`config.mk`:
```
export PLATFORM = sky130hd
export DESIGN_NAME = render_sequencer
export DESIGN_NICKNAME = d
export VERILOG_FILES = /design/src/rtl/render_sequencer.sv
export SDC_FILE = /design/constraint.sdc
export NUM_CORES = 1
export LEC_CHECK = 0
export BUFFER_PORTS_ARGS = -buffer_cell sky130_fd_sc_hd__buf_2
export CAP_MARGIN = 15
export CELL_PAD_IN_SITES_DETAIL_PLACEMENT = 0
export CELL_PAD_IN_SITES_GLOBAL_PLACEMENT = 1
export CORE_ASPECT_RATIO = 0.9
export CORE_UTILIZATION = 44
export DETAILED_ROUTE_END_ITERATION = 16
export PLACE_DENSITY = 0.85
export SYNTH_ARGS = -nofsm -noshare
export SYNTH_HDL_FRONTEND = slang
export SYNTH_SLANG_ARGS = --single-unit
```
`constraint.sdc`:
```
create_clock -name clock -period 2.86 [get_ports clock]
set_input_delay 0.286 -clock clock [delete_from_list [all_inputs] [get_ports clock]]
set_output_delay 0.286 -clock clock [all_outputs]
set_load 0.02 [all_outputs]
```
`src/rtl/render_sequencer.sv`:
```
// render_sequencer: walks every draw layer with a nonzero item count, issuing
// one draw request per item and waiting for the datapath to finish each one.
// After a pass it holds until the next frame tick, then re-latches the counts
// and starts the next pass. A free-running frame/step tick generator runs
// while the sequencer is busy. A frame tick that lands mid-pass flags overrun.
module render_sequencer #(
    parameter int NUM_LAYERS      = 4,
    parameter int ITEM_W          = 3,
    parameter int TICK_DIV        = 833333,
    parameter int FRAMES_PER_STEP = 15,
    localparam int LAYER_W        = (NUM_LAYERS > 1) ? $clog2(NUM_LAYERS) : 1
) (
    input  logic                         clock,
    input  logic                         reset,
    input  logic                         start,
    input  logic                         stop,
    input  logic [NUM_LAYERS*ITEM_W-1:0] layer_count,
    input  logic                         draw_done,
    output logic                         draw_req,
    output logic [LAYER_W-1:0]           layer_id,
    output logic [ITEM_W-1:0]            item_id,
    output logic                         pass_done,
    output logic                         frame_tick,
    output logic                         step_tick,
    output logic                         busy,
    output logic                         overrun
);

    localparam int CNT_W  = NUM_LAYERS * ITEM_W;
    localparam int DIV_W  = (TICK_DIV > 1) ? $clog2(TICK_DIV) : 1;
    localparam int STEP_W = (FRAMES_PER_STEP > 1) ? $clog2(FRAMES_PER_STEP) : 1;

    localparam logic [DIV_W-1:0]   DIV_LAST  = DIV_W'(TICK_DIV - 1);
    localparam logic [DIV_W-1:0]   DIV_ONE   = DIV_W'(1);
    localparam logic [STEP_W-1:0]  STEP_LAST = STEP_W'(FRAMES_PER_STEP - 1);
    localparam logic [STEP_W-1:0]  STEP_ONE  = STEP_W'(1);
    localparam logic [ITEM_W-1:0]  ITEM_ONE  = ITEM_W'(1);
    localparam logic [ITEM_W:0]    ITEM_ONE_X = (ITEM_W+1)'(1);
    localparam logic [LAYER_W:0]   LAYER_ONE_X = (LAYER_W+1)'(1);

    typedef enum logic [2:0] {
        IDLE,
        LATCH,
        ISSUE,
        WAIT,
        NEXT,
        HOLD
    } state_t;

    state_t              state_q, state_d;
    logic [CNT_W-1:0]    counts_q, counts_d;
    logic [LAYER_W-1:0]  layer_q, layer_d;
    logic [ITEM_W-1:0]   item_q, item_d;
    logic                pass_q, pass_d;
    logic                overrun_q, overrun_d;
    logic [DIV_W-1:0]    div_q, div_d;
    logic [STEP_W-1:0]   step_q, step_d;

    // Priority search / current-layer helpers
    logic [CNT_W-1:0]    search_src;
    logic [LAYER_W:0]    search_from;
    logic                search_hit;
    logic [LAYER_W-1:0]  search_layer;
    logic [ITEM_W-1:0]   cur_count;
    logic                item_last;
    logic                tick_w;

    // Outputs are straight register taps (or decodes of the state register).
    assign busy       = (state_q != IDLE);
    assign draw_req   = (state_q == ISSUE);
    assign layer_id   = layer_q;
    assign item_id    = item_q;
    assign pass_done  = pass_q;
    assign overrun    = overrun_q;
    assign tick_w     = busy && (div_q == DIV_LAST);
    assign frame_tick = tick_w;
    assign step_tick  = tick_w && (step_q == STEP_LAST);

    // Find the lowest nonzero layer at or above search_from in one cycle.
    // LATCH searches the live input (it is being captured this same cycle);
    // NEXT searches the latched copy, starting just above the current layer.
    always_comb begin
        // NOTE: every signal written here gets a default first, so no path
        // leaves it unassigned and no latch is inferred.
        search_src   = (state_q == LATCH) ? layer_count : counts_q;
        search_from  = (state_q == LATCH) ? '0 : ({1'b0, layer_q} + LAYER_ONE_X);
        search_hit   = 1'b0;
        search_layer = '0;
        for (int k = NUM_LAYERS - 1; k >= 0; k--) begin
            if ((k >= int'(search_from)) && (search_src[k*ITEM_W +: ITEM_W] != '0)) begin
                search_hit   = 1'b1;
                search_layer = LAYER_W'(k);
            end
        end
    end

    // Latched item count of the layer being drawn, and whether item_q is its last item.
    always_comb begin
        cur_count = '0;
        for (int k = 0; k < NUM_LAYERS; k++) begin
            if (layer_q == LAYER_W'(k)) begin
                cur_count = counts_q[k*ITEM_W +: ITEM_W];
            end
        end
        item_last = (({1'b0, item_q} + ITEM_ONE_X) >= {1'b0, cur_count});
    end

    // Frame divider and step counter: held at zero in IDLE, free-running while busy.
    always_comb begin
        div_d  = div_q;
        step_d = step_q;
        if (state_q == IDLE) begin
            div_d  = '0;
            step_d = '0;
        end else begin
            div_d = (div_q == DIV_LAST) ? '0 : (div_q + DIV_ONE);
            if (tick_w) begin
                step_d = (step_q == STEP_LAST) ? '0 : (step_q + STEP_ONE);
            end
        end
    end

    // Sequencer next-state and datapath-register updates.
    always_comb begin
        state_d   = state_q;
        counts_d  = counts_q;
        layer_d   = layer_q;
        item_d    = item_q;
        pass_d    = 1'b0;
        overrun_d = overrun_q;

        unique case (state_q)
            IDLE: begin
                if (start) begin
                    state_d   = LATCH;
                    overrun_d = 1'b0;
                end
            end
            LATCH: begin
                counts_d = layer_count;
                item_d   = '0;
                if (search_hit) begin
                    layer_d = search_layer;
                    state_d = ISSUE;
                end else begin
                    pass_d  = 1'b1;
                    state_d = HOLD;
                end
            end
            ISSUE: begin
                state_d = WAIT;
            end
            WAIT: begin
                if (draw_done) begin
                    state_d = NEXT;
                end
            end
            NEXT: begin
                if (!item_last) begin
                    item_d  = item_q + ITEM_ONE;
                    state_d = ISSUE;
                end else if (search_hit) begin
                    layer_d = search_layer;
                    item_d  = '0;
                    state_d = ISSUE;
                end else begin
                    pass_d  = 1'b1;
                    state_d = HOLD;
                end
            end
            HOLD: begin
                // stop wins over a simultaneous frame tick
                if (stop) begin
                    state_d = IDLE;
                end else if (tick_w) begin
                    state_d = LATCH;
                end
            end
            default: begin
                state_d = IDLE;
            end
        endcase

        // A tick while a pass is still in flight means the pass ran long.
        if (tick_w && (state_q inside {LATCH, ISSUE, WAIT, NEXT})) begin
            overrun_d = 1'b1;
        end
    end

    // State and datapath registers with asynchronous active-high reset.
    always_ff @(posedge clock or posedge reset) begin
        // NOTE: sequential state uses non-blocking assignments so every
        // register samples the pre-edge values of the others.
        if (reset) begin
            state_q   <= IDLE;
            // NOTE: the latched count bank is reset too, so a pass can never
            // observe stale counts from before the reset.
            counts_q  <= '0;
            layer_q   <= '0;
            item_q    <= '0;
            pass_q    <= 1'b0;
            overrun_q <= 1'b0;
            div_q     <= '0;
            step_q    <= '0;
        end else begin
            state_q   <= state_d;
            counts_q  <= counts_d;
            layer_q   <= layer_d;
            item_q    <= item_d;
            pass_q    <= pass_d;
            overrun_q <= overrun_d;
            div_q     <= div_d;
            step_q    <= step_d;
        end
    end

endmodule

```
==> flow_metrics.env, run 1 <==
export IMPL_htreeDepth=2
export IMPL_clock_sinks=46
export IMPL_crit_type="reg -> reg"
export IMPL_cp_end_kind="flop"
export IMPL_synth_top_area_frac=0.4356
export IMPL_ys_seq_elements=46
export IMPL_p_int_uw=1651
export IMPL_clk_latency_ps=300
export IMPL_clk_pin_slew_ps=90
export IMPL_grt_pass1_vias=1899
export IMPL_drt_iter0_markers=109
export IMPL_hold_viol_final=0
export IMPL_gp_congestion=0.8133
export IMPL_die_area_sq_mm=0.006320
export IMPL_dpl_cell_area_sq_mm=0.002828
export IMPL_cts_root_buffer="clkbuf_8"
export IMPL_synthTopCellsByArea="dfrtp_1, nand2_1, ha_1"
export IMPL_p_sw_frac=0.4026
export IMPL_dp_hpwl_mm=3.870
export IMPL_yosys_cell_types_count=52
export IMPL_die_x_um=83.69
export IMPL_port_buffers=27
export IMPL_worst_pin_slew_ps=981.9
export IMPL_cts_buffers=5
export IMPL_synthesis_area_sq_mm=0.002643
export IMPL_avgSynthCellArea_sq_um=8.636
export IMPL_via_per_inst=5.233
export IMPL_antennaDiodeCount=0
export IMPL_finalSetupViolations=0
export IMPL_fin_skew_ps=5.558
export IMPL_yosysSeqAreaShare=0.4356
export IMPL_gr_total_overflow=0
export IMPL_num_rows=26
export IMPL_cp_start_kind="flop"
export IMPL_min_path_type="in -> reg"
export IMPL_power_leakage_uw=0.001411
export IMPL_wl_per_cell_um=13.26
export IMPL_reg2reg_setup_slack_ps=320
export IMPL_crit_path_max_fanout=6
export IMPL_synthCells=306
export IMPL_status="complete, no violations"
export IMPL_nets=362
export IMPL_cts_tree="built"
export IMPL_fin_crit_ps=2540
export IMPL_grtUsageTotal=0.1846
export IMPL_area_growth_pct=13.30
export IMPL_die_height_um=75.52
export IMPL_timing_max_cap_violations=0
export IMPL_ant_nets=0
export IMPL_antenna_found_initial=0
export IMPL_fin_setup_tns_ps=0
export IMPL_comb_power_share=0.422
export IMPL_synth_edff_count=0
export IMPL_whs_ps=179.8
export IMPL_rsz0062_at_grt="false"
export IMPL_place_ws_ps=243.3
export IMPL_initial_core_util=0.4615
export IMPL_async_reset_ff_frac=1.000
export IMPL_core_sq_mm=0.005725
export IMPL_wirelength_mm=5.357
export IMPL_setup_ws_ps=320.4
export IMPL_grt_max_degree=47
export IMPL_syn_num_nets=335
export IMPL_synth_top_cells_by_count="nand2_1, dfrtp_1, nor2_1"
export IMPL_synth_most_common_cell="nand2_1"
export IMPL_power_frac_clock=0.216
export IMPL_drive_gt1_frac=0.1587
export IMPL_ctsHoldBuffers=0
export IMPL_clock_path_buffers=2
export IMPL_io_pins=28
export IMPL_fmaxAchievable_mhz=393.8
export IMPL_peakVddDrop_mv=0.4559
export IMPL_final_area_sq_mm=0.002994
export IMPL_drv_slew=0
export IMPL_seq_power_share=0.363
export IMPL_synth_ff_type="dfrtp_1"
export IMPL_netSwitchingPower_uw=1113
export IMPL_firstDrtPassIters=4
export IMPL_period_share=0.8880
export IMPL_drcViolationCount=0
export IMPL_grt_pass1_wl_mm=9.114
export IMPL_relSlewSlack=0.3444
export IMPL_worstPathArrival_ps=2750
export IMPL_vias=2114
export IMPL_cp_required_ps=3070
export IMPL_yosysWarnings=0
export IMPL_power_density_mw_per_mm2=923.3
export IMPL_yosys_area_top_type="dfrtp_1"
## path summary, 6_finish.rpt
| kind | startpoint | end | cells after the start |
|---|---|---|---|
| worst max-delay path | layer_id[1] | state_q[0] | 13 |
| worst max register to register | layer_id[1] | state_q[0] | 13 |
| max in group asynchronous | reset | step_q[2] | 2 |
| min in group asynchronous | reset | counts_q[2] | 2 |
| worst min register to register | div_q[0] | div_q[0] | 1 |
| worst min-delay path | layer_count[7] | counts_q[7] | 3 |
## what timing repair did
action	4_1_cts	5_1_grt
endpoints found under the setup margin	0	5
setup buffers	0	1
gates resized for setup	0	4
## layout make-up
class,instances,area (sq um)
clock inverter,2,60.06
inverter,18,67.56
clock buffer,6,82.58
tap,70,87.58
timing repair buffer,30,157.7
sequential,46,1151
multi-input combinational,232,1388
fill,532,2731
## state kept, by name, indices dropped and copies added (netlist names)
name / count
counts_q: 12
div_q: 20
item_id: 3
layer_id: 2
overrun: 1
pass_done: 1
state_q: 3
step_q: 4
## kinds of logic after synthesis
family | Yosys count | share of synthesized area
multiplexers | 1 | 0.003788
XOR/XNOR | 16 | 0.05303
flip-flops | 46 | 0.4356
AND/OR/NAND/NOR | 152 | 0.2817
AO/OA/AOI/OAI | 51 | 0.1236
buffers and inverters | 28 | 0.04545
adder cells (fa/ha/maj) | 12 | 0.05682
## critical path: stages (launching register included)
cell,delay (ps)
dfrtp_1,410
inv_1,80
ha_1,230
nand3b_1,170
a21oi_1,140
a21oi_1,60
nor2_1,90
a21oi_1,60
ha_1,280
o21ai_0,70
o21ai_1,190
a31oi_2,140
o21bai_2,250
a221oi_2,250
## layout by cell type (no fill, tap or decap), types with 2 or more instances in the layout
cell type,Yosys,routed
nor3b_1,4,4
and3_1,2,2
nand4_1,5,5
xor2_1,2,2
inv_1,18,17
and4_1,2,2
buf_2,4,27
nor2_2,2,2
clkbuf_8,1,6
or3_1,4,4
ha_1,12,12
dfrtp_1,46,46
o21a_1,2,2
o21ai_0,14,13
nor3_1,14,14
bufinv_16,0,2
nand3b_1,4,4
nand2b_1,7,7
xnor2_1,14,14
o22a_1,2,2
a21oi_1,13,13
nand2_1,59,59
o22ai_1,2,2
nand3_1,4,4
a21o_1,3,3
buf_4,0,3
nor4_1,4,4
nor2_1,31,31
## metal layers
metal / part of all wire / vias to the layer above / GRT usage / routed length [um]
met5: 0 / - / 0 / 0
met3: 0.034 / 8 / 0.04984 / 182
met1: 0.56 / 971 / 0.2772 / 3001
li1: - / 1097 / - / -
met4: 0.015 / 0 / 0.06026 / 80
met2: 0.39 / 38 / 0.2575 / 2093
## per-stage QoR
step / utilization / cells / power, uW
2_1_floorplan: - / 306 / 1867
3_3_place_gp: 0.4939 / 395 / 2117
3_5_place_dp: 0.4939 / 395 / 2132
4_1_cts: 0.5188 / 403 / 2736
5_1_grt: 0.5229 / 404 / 3021
6_report: 0.5229 / 404 / 2764
## power by group through the flow
stage	clock network, uW	registers (uW)	logic (uW)
3_5_place_dp	0	1010	1120
6_report	596	1000	1170
5_1_grt	641	1030	1350
2_1_floorplan	0	966	901
3_3_place_gp	0	1010	1110
4_1_cts	611	996	1130
Power figures use the tool's default switching activity.
==> inputs of run 2 (changes only) <==
- CORE_UTILIZATION: 44 -> 40
- PLACE_DENSITY: 0.85 -> 0.81
- clock period: 2.86 -> 2.2 ns (I/O delays scaled with it)
==> run 2 against run 1 <==
Net effect:
- the run now ends with negative setup slack left
- maximum frequency is 7.3% higher
- design area increased by 8.6%
- utilization is 0.26 points lower
- worst hold slack got worse by 48 ps
- non-clock buffer count is 18 higher
- first-iteration DRC count up 39%
- sequential share of layout area fell by 3.0 points
- final cell count grew 8.2%
- combinational power increased by 76%
- critical endpoint unchanged
==> flow_metrics.env, run 2 (synthesis gave the netlist of run 1 again) <==
export IMPL_fin_setup_tns_ps=-675.3
export IMPL_initial_core_util=0.4228
export IMPL_hold_viol_final=0
export IMPL_worstHoldStart="layer_count[3]"
export IMPL_cp_start_kind="flop"
export IMPL_drive_gt1_frac=0.2600
export IMPL_drt_iter0_markers=151
export IMPL_setup_ws_ps=-167.2
export IMPL_holdPathStages=3
export IMPL_ant_nets=0
export IMPL_cp_slowest_cell="dfrtp_2"
export IMPL_gp_congestion=0.8133
export IMPL_rsz0062_at_grt="true"
export IMPL_met2_usage=0.2867
export IMPL_reg_top3="div_q (20), counts_q (12), step_q (4)"
export IMPL_die_height_um=79.11
export IMPL_p_total_uw=3864
export IMPL_die_x_um=87.68
export IMPL_wirelength_mm=5.882
export IMPL_fin_skew_ps=2.877
export IMPL_fin_crit_ps=2367
export IMPL_clk_pin_slew_ps=80
export IMPL_period_share=1.076
export IMPL_crit_top_cell="a21oi_2"
export IMPL_nets=380
export IMPL_grt_max_degree=25
export IMPL_peakVddDrop_mv=0.6283
export IMPL_grtUsageTotal=0.1881
export IMPL_port_buffers=27
export IMPL_regArea_sq_mm=0.001154
export IMPL_final_common_cell="nand2_1"
export IMPL_largest_register_ffs=20
export IMPL_cts_root_buffer="clkbuf_8"
export IMPL_clock_sinks=46
export IMPL_vias=2225
export IMPL_drv_slew=0
export IMPL_final_area_sq_mm=0.003252
export IMPL_power_leakage_uw=0.001501
export IMPL_p_sw_frac=0.4241
export IMPL_gr_usage_met1=0.2657
export IMPL_core_sq_mm=0.006250
export IMPL_worst_path_stages=12
export IMPL_path_buf_inv=0
export IMPL_grt_pass1_vias=2137
export IMPL_crit_type="reg -> reg"
export IMPL_dp_hpwl_mm=4.245
export IMPL_cp_required_ps=2400
export IMPL_via_per_inst=5.092
export IMPL_netSwitchingPower_uw=1639
export IMPL_power_density_mw_per_mm2=1188
export IMPL_gr_usage_met3=0.04054
export IMPL_cp_end_kind="flop"
export IMPL_rr_endpoint="state_q[0]"
export IMPL_min_path_type="in -> reg"
export IMPL_path_delay_family="compound AO/OA/AOI/OAI gates"
export IMPL_multi_input_area_sq_mm=0.001516
export IMPL_cp_cell_sequence="ha_4 > nand3b_1 > a21oi_2 > a21oi_2 > nor2_1 > a21oi_2 > ha_4 > o21ai_2 > o21ai_2 > a31oi_4 > o21bai_4 > a221oi_2"
export IMPL_htreeDepth=2
export IMPL_antenna_found_initial=0
export IMPL_firstDrtPassIters=4
export IMPL_nFillCells=591
export IMPL_timing_max_cap_violations=0
export IMPL_status="finished with violations"
export IMPL_gr_total_overflow=0
export IMPL_clk_latency_ps=290
export IMPL_worst_pin_slew_ps=453.2
export IMPL_hold_end="counts_q[3]"
export IMPL_grt_pass1_wl_mm=10.05
export IMPL_crit_path_max_fanout=6
export IMPL_power_frac_clock=0.132
export IMPL_worstPathArrival_ps=2570
export IMPL_io_pins=28
export IMPL_area_growth_pct=23.06
export IMPL_clock_path_buffers=2
export IMPL_die_area_sq_mm=0.006936
export IMPL_violations="negative setup slack"
export IMPL_cts_tree="built"
export IMPL_fmaxAchievable_mhz=422.4
export IMPL_top_register="div_q"
export IMPL_relSlewSlack=0.6951
export IMPL_seq_power_share=0.336
export IMPL_cts_buffers=5
export IMPL_antennaDiodeCount=0
export IMPL_p_int_uw=2225
export IMPL_finalSetupViolations=8
export IMPL_dpl_cell_area_sq_mm=0.003010
export IMPL_whs_ps=131.7
export IMPL_slowest_delay_ps=450
export IMPL_wl_per_cell_um=13.46
export IMPL_comb_power_share=0.532
export IMPL_r2r_start="layer_id[0]"
export IMPL_final_cell_mix="nand2_1, dfrtp_1, nor2_1, buf_2, buf_4"
export IMPL_num_rows=27
export IMPL_top_usage_layer="met2"
export IMPL_reg2reg_setup_slack_ps=-170
export IMPL_drcViolationCount=0
export IMPL_reg2reg_depth=12
## run 2: area by class of cell
| class | count | share of cell area |
|---|---|---|
| clock buffers | 6 | 0.02539 |
| inverters | 18 | 0.02232 |
| multi-input cells | 232 | 0.4663 |
| flip-flops and latches | 46 | 0.3548 |
| well taps | 87 | 0.03347 |
| repair buffers | 48 | 0.09773 |
## run 2: power by group through the flow
stage               Clock (uW)  Sequential, uW  Combinational (uW)
floorplan                    0            1270                1290
global placement             0            1290                1760
detailed placement           0            1300                1790
CTS                        535            1290                1950
global route               554            1330                2300
finish                     510            1300                2060
## run 2: repair_timing
action	in CTS	in global routing
hold buffers	1	0
pin swaps	14	11
hold endpoints to repair	17	0
setup buffers	3	3
endpoints found under the setup margin	11	11
resized for setup	11	15
## run 2: stage by stage
stage          cells  setup WS, ps  utilization
6_report         437        -167.2       0.5203
5_1_grt          437        -328.6       0.5203
4_1_cts          434        -126.3       0.5081
2_1_floorplan    306        -55.03            -
3_3_place_gp     424        -111.7       0.4817
3_5_place_dp     424        -215.2       0.4817
## run 2: worst min-delay path: stages
cell	delay [ps]
buf_2	90
nand2_1	40
nand2_1	50
## run 2: layer usage
metal,share of wire,vias up,wire length [um]
met5,0,-,0
met4,0.0090,0,53
met3,0.045,4,264
met2,0.45,51,2624
met1,0.50,1041,2940
li1,-,1129,-
## run 2: how the worst max path moves through the flow
| stage | from | endpoint | slack (ps) |
|---|---|---|---|
| 5_1_grt | layer_id[0] | state_q[0] | -330 |
| 3_3_place_gp | layer_id[0] | layer_id[0] | -110 |
| 3_5_place_dp | layer_id[1] | state_q[0] | -220 |
| 2_1_floorplan | layer_id[1] | item_id[2] | -60 |
| 4_1_cts | layer_id[0] | state_q[0] | -130 |
| 6_report | layer_id[0] | state_q[0] | -170 |
==> inputs of run 3 (changes only) <==
- BUFFER_PORTS_ARGS: -buffer_cell sky130_fd_sc_hd__buf_2 -> not set
- CORE_UTILIZATION: 40 -> 43
- DONT_BUFFER_PORTS: not set -> 1
==> run 3 against run 2 <==
Net effect:
- count of clock-buffer cells in the layout rose by 1
- the run still ends with negative setup slack left
- power fell by 3.6%
- highest routed layer unchanged
- routed wire length fell by 5.4%
- critical path depth did not move
- utilization rose by 1.5 points
- design area fell by 4.7%
- first-iteration DRC count fell by 24%
- register-to-register slack barely moved
- clock skew rose by 4.9 ps
- die area fell by 6.8%
- combinational power fell by 6%
==> flow_metrics.env, run 3 (synthesis gave the netlist of run 1 again) <==
export IMPL_cp_required_ps=2400
export IMPL_rsz0062_at_grt="true"
export IMPL_cp_cell_sequence="ha_4 > nand3b_1 > a21oi_2 > a21oi_2 > nor2_1 > a21oi_1 > ha_1 > o21ai_2 > o21ai_2 > a31oi_4 > o21bai_4 > a221oi_2"
export IMPL_fin_crit_ps=2366
export IMPL_met3_length_um=206
export IMPL_timing_max_cap_violations=0
export IMPL_top_layer="met4"
export IMPL_fmaxAchievable_mhz=422.7
export IMPL_power_frac_clock=0.131
export IMPL_top_register="div_q"
export IMPL_reg2reg_setup_slack_ps=-170
export IMPL_wirelength_mm=5.564
export IMPL_slowest_delay_ps=460
export IMPL_relSlewSlack=0.7011
export IMPL_wl_per_cell_um=13.77
export IMPL_ant_nets=0
export IMPL_cp_start_kind="flop"
export IMPL_clk_pin_slew_ps=80
export IMPL_seq_power_share=0.352
export IMPL_gp_congestion=0.7948
export IMPL_period_share=1.075
export IMPL_die_x_um=84.64
export IMPL_regArea_sq_mm=0.001155
export IMPL_drt_iter0_markers=115
export IMPL_grtUsageTotal=0.1896
export IMPL_core_sq_mm=0.005791
export IMPL_antennaDiodeCount=0
export IMPL_via_per_inst=5.334
export IMPL_worstPathArrival_ps=2570
export IMPL_io_pins=28
export IMPL_p_int_uw=2158
export IMPL_fin_setup_tns_ps=-885.6
export IMPL_area_growth_pct=17.33
export IMPL_cts_root_buffer="clkbuf_8"
export IMPL_largest_register_ffs=20
export IMPL_cp_end_kind="flop"
export IMPL_clk_latency_ps=290
export IMPL_peakVddDrop_mv=0.8364
export IMPL_clock_path_buffers=2
export IMPL_cts_buffers=5
export IMPL_cp_slowest_cell="dfrtp_2"
export IMPL_final_common_cell="nand2_1"
export IMPL_firstDrtPassIters=6
export IMPL_initial_core_util=0.4564
export IMPL_hold_end="counts_q[0]"
export IMPL_grt_pass1_wl_mm=9.811
export IMPL_r2r_start="layer_id[0]"
export IMPL_place_ws_ps=-178.4
export IMPL_drv_slew=0
export IMPL_drcViolationCount=0
export IMPL_crit_type="reg -> reg"
export IMPL_min_path_type="in -> reg"
export IMPL_setup_ws_ps=-165.6
export IMPL_rr_endpoint="state_q[0]"
export IMPL_dp_hpwl_mm=4.197
export IMPL_crit_start="layer_id[0]"
export IMPL_holdPathStages=2
export IMPL_comb_power_share=0.517
export IMPL_crit_path_max_fanout=6
export IMPL_reg_top3="div_q (20), counts_q (12), step_q (4)"
export IMPL_antenna_found_initial=0
export IMPL_multi_input_area_sq_mm=0.001476
export IMPL_wl_met1_mm=3.038
export IMPL_drive_gt1_frac=0.2036
export IMPL_hold_viol_final=0
export IMPL_fin_skew_ps=7.754
export IMPL_grt_pass1_vias=2067
export IMPL_nets=363
export IMPL_worst_pin_slew_ps=444.9
export IMPL_worstHoldStart="layer_count[0]"
export IMPL_cts_tree="built"
export IMPL_clock_sinks=46
export IMPL_finalSetupViolations=8
export IMPL_die_height_um=76.37
export IMPL_grt_max_degree=26
export IMPL_port_buffers=0
export IMPL_power_leakage_uw=0.001425
export IMPL_power_density_mw_per_mm2=1202
export IMPL_p_sw_frac=0.4210
export IMPL_violations="negative setup slack"
export IMPL_die_area_sq_mm=0.006464
export IMPL_netSwitchingPower_uw=1569
export IMPL_num_rows=26
export IMPL_htreeDepth=2
export IMPL_wl_met2_mm=2.304
export IMPL_final_cell_mix="nand2_1, dfrtp_1, nor2_1, buf_4, inv_1"
export IMPL_nFillCells=548
export IMPL_reg2reg_depth=12
export IMPL_vias=2155
export IMPL_status="finished with violations"
export IMPL_gr_total_overflow=0
==> run 3: worst max-delay path by stage <==
| stage | endpoint | slack, ps |
|---|---|---|
| 2_1_floorplan | item_id[2] | -60 |
| 3_3_place_gp | state_q[0] | -110 |
| 3_5_place_dp | state_q[0] | -180 |
| 4_1_cts | state_q[0] | -130 |
| 5_1_grt | state_q[0] | -330 |
| 6_report | state_q[0] | -170 |
==> run 3: final cells by class <==
type,count,share of cell area
timing repair buffer,31,0.07587
inverter,18,0.02260
tap,70,0.02825
clock buffer,7,0.02462
multi-input combinational,232,0.4762
sequential,46,0.3725
==> run 3: timing repair <==
item	CTS	global route
endpoints found under the hold margin	15	0
endpoints found under the setup margin	10	10
pin swaps	8	5
hold buffers	1	0
resized for setup	6	8
buffers inserted	4	3
==> run 3: routing by layer <==
layer	track usage	up-vias
li1	-	1104
met5	0	-
met3	0.03900	2
met1	0.2899	1020
met2	0.2732	29
met4	0.04576	0
==> run 3: critical path: cells and delay by family (launching register included) <==
kind                     cells  cell delay [ps]
adder cells (fa/ha/maj)      2              490
AO/OA/AOI/OAI                8             1040
flip-flops                   1              460
AND/OR/NAND/NOR              2              280
==> run 3: per-stage QoR <==
step                      utilization  power [uW]  std cells  instance area [sq um]  hold WS (ps)
after floorplan                     -        2557        306                   2711         325.4
after global placement         0.5024        3093        389                   2909         106.6
after CTS                      0.5270        3677        401                   3052         21.93
final                          0.5354        3727        404                   3100         30.84
after detailed placement       0.5024        3127        389                   2909         104.5
after global routing           0.5354        4080        404                   3100         28.56
==> run 3: power by group through the flow <==
| stage | clock [uW] | combinational (uW) | sequential (uW) |
|---|---|---|---|
| after CTS | 505 | 1870 | 1300 |
| after global routing | 544 | 2180 | 1350 |
| after detailed placement | 0 | 1810 | 1320 |
| after global placement | 0 | 1780 | 1310 |
| final | 488 | 1930 | 1310 |
| after floorplan | 0 | 1290 | 1270 |
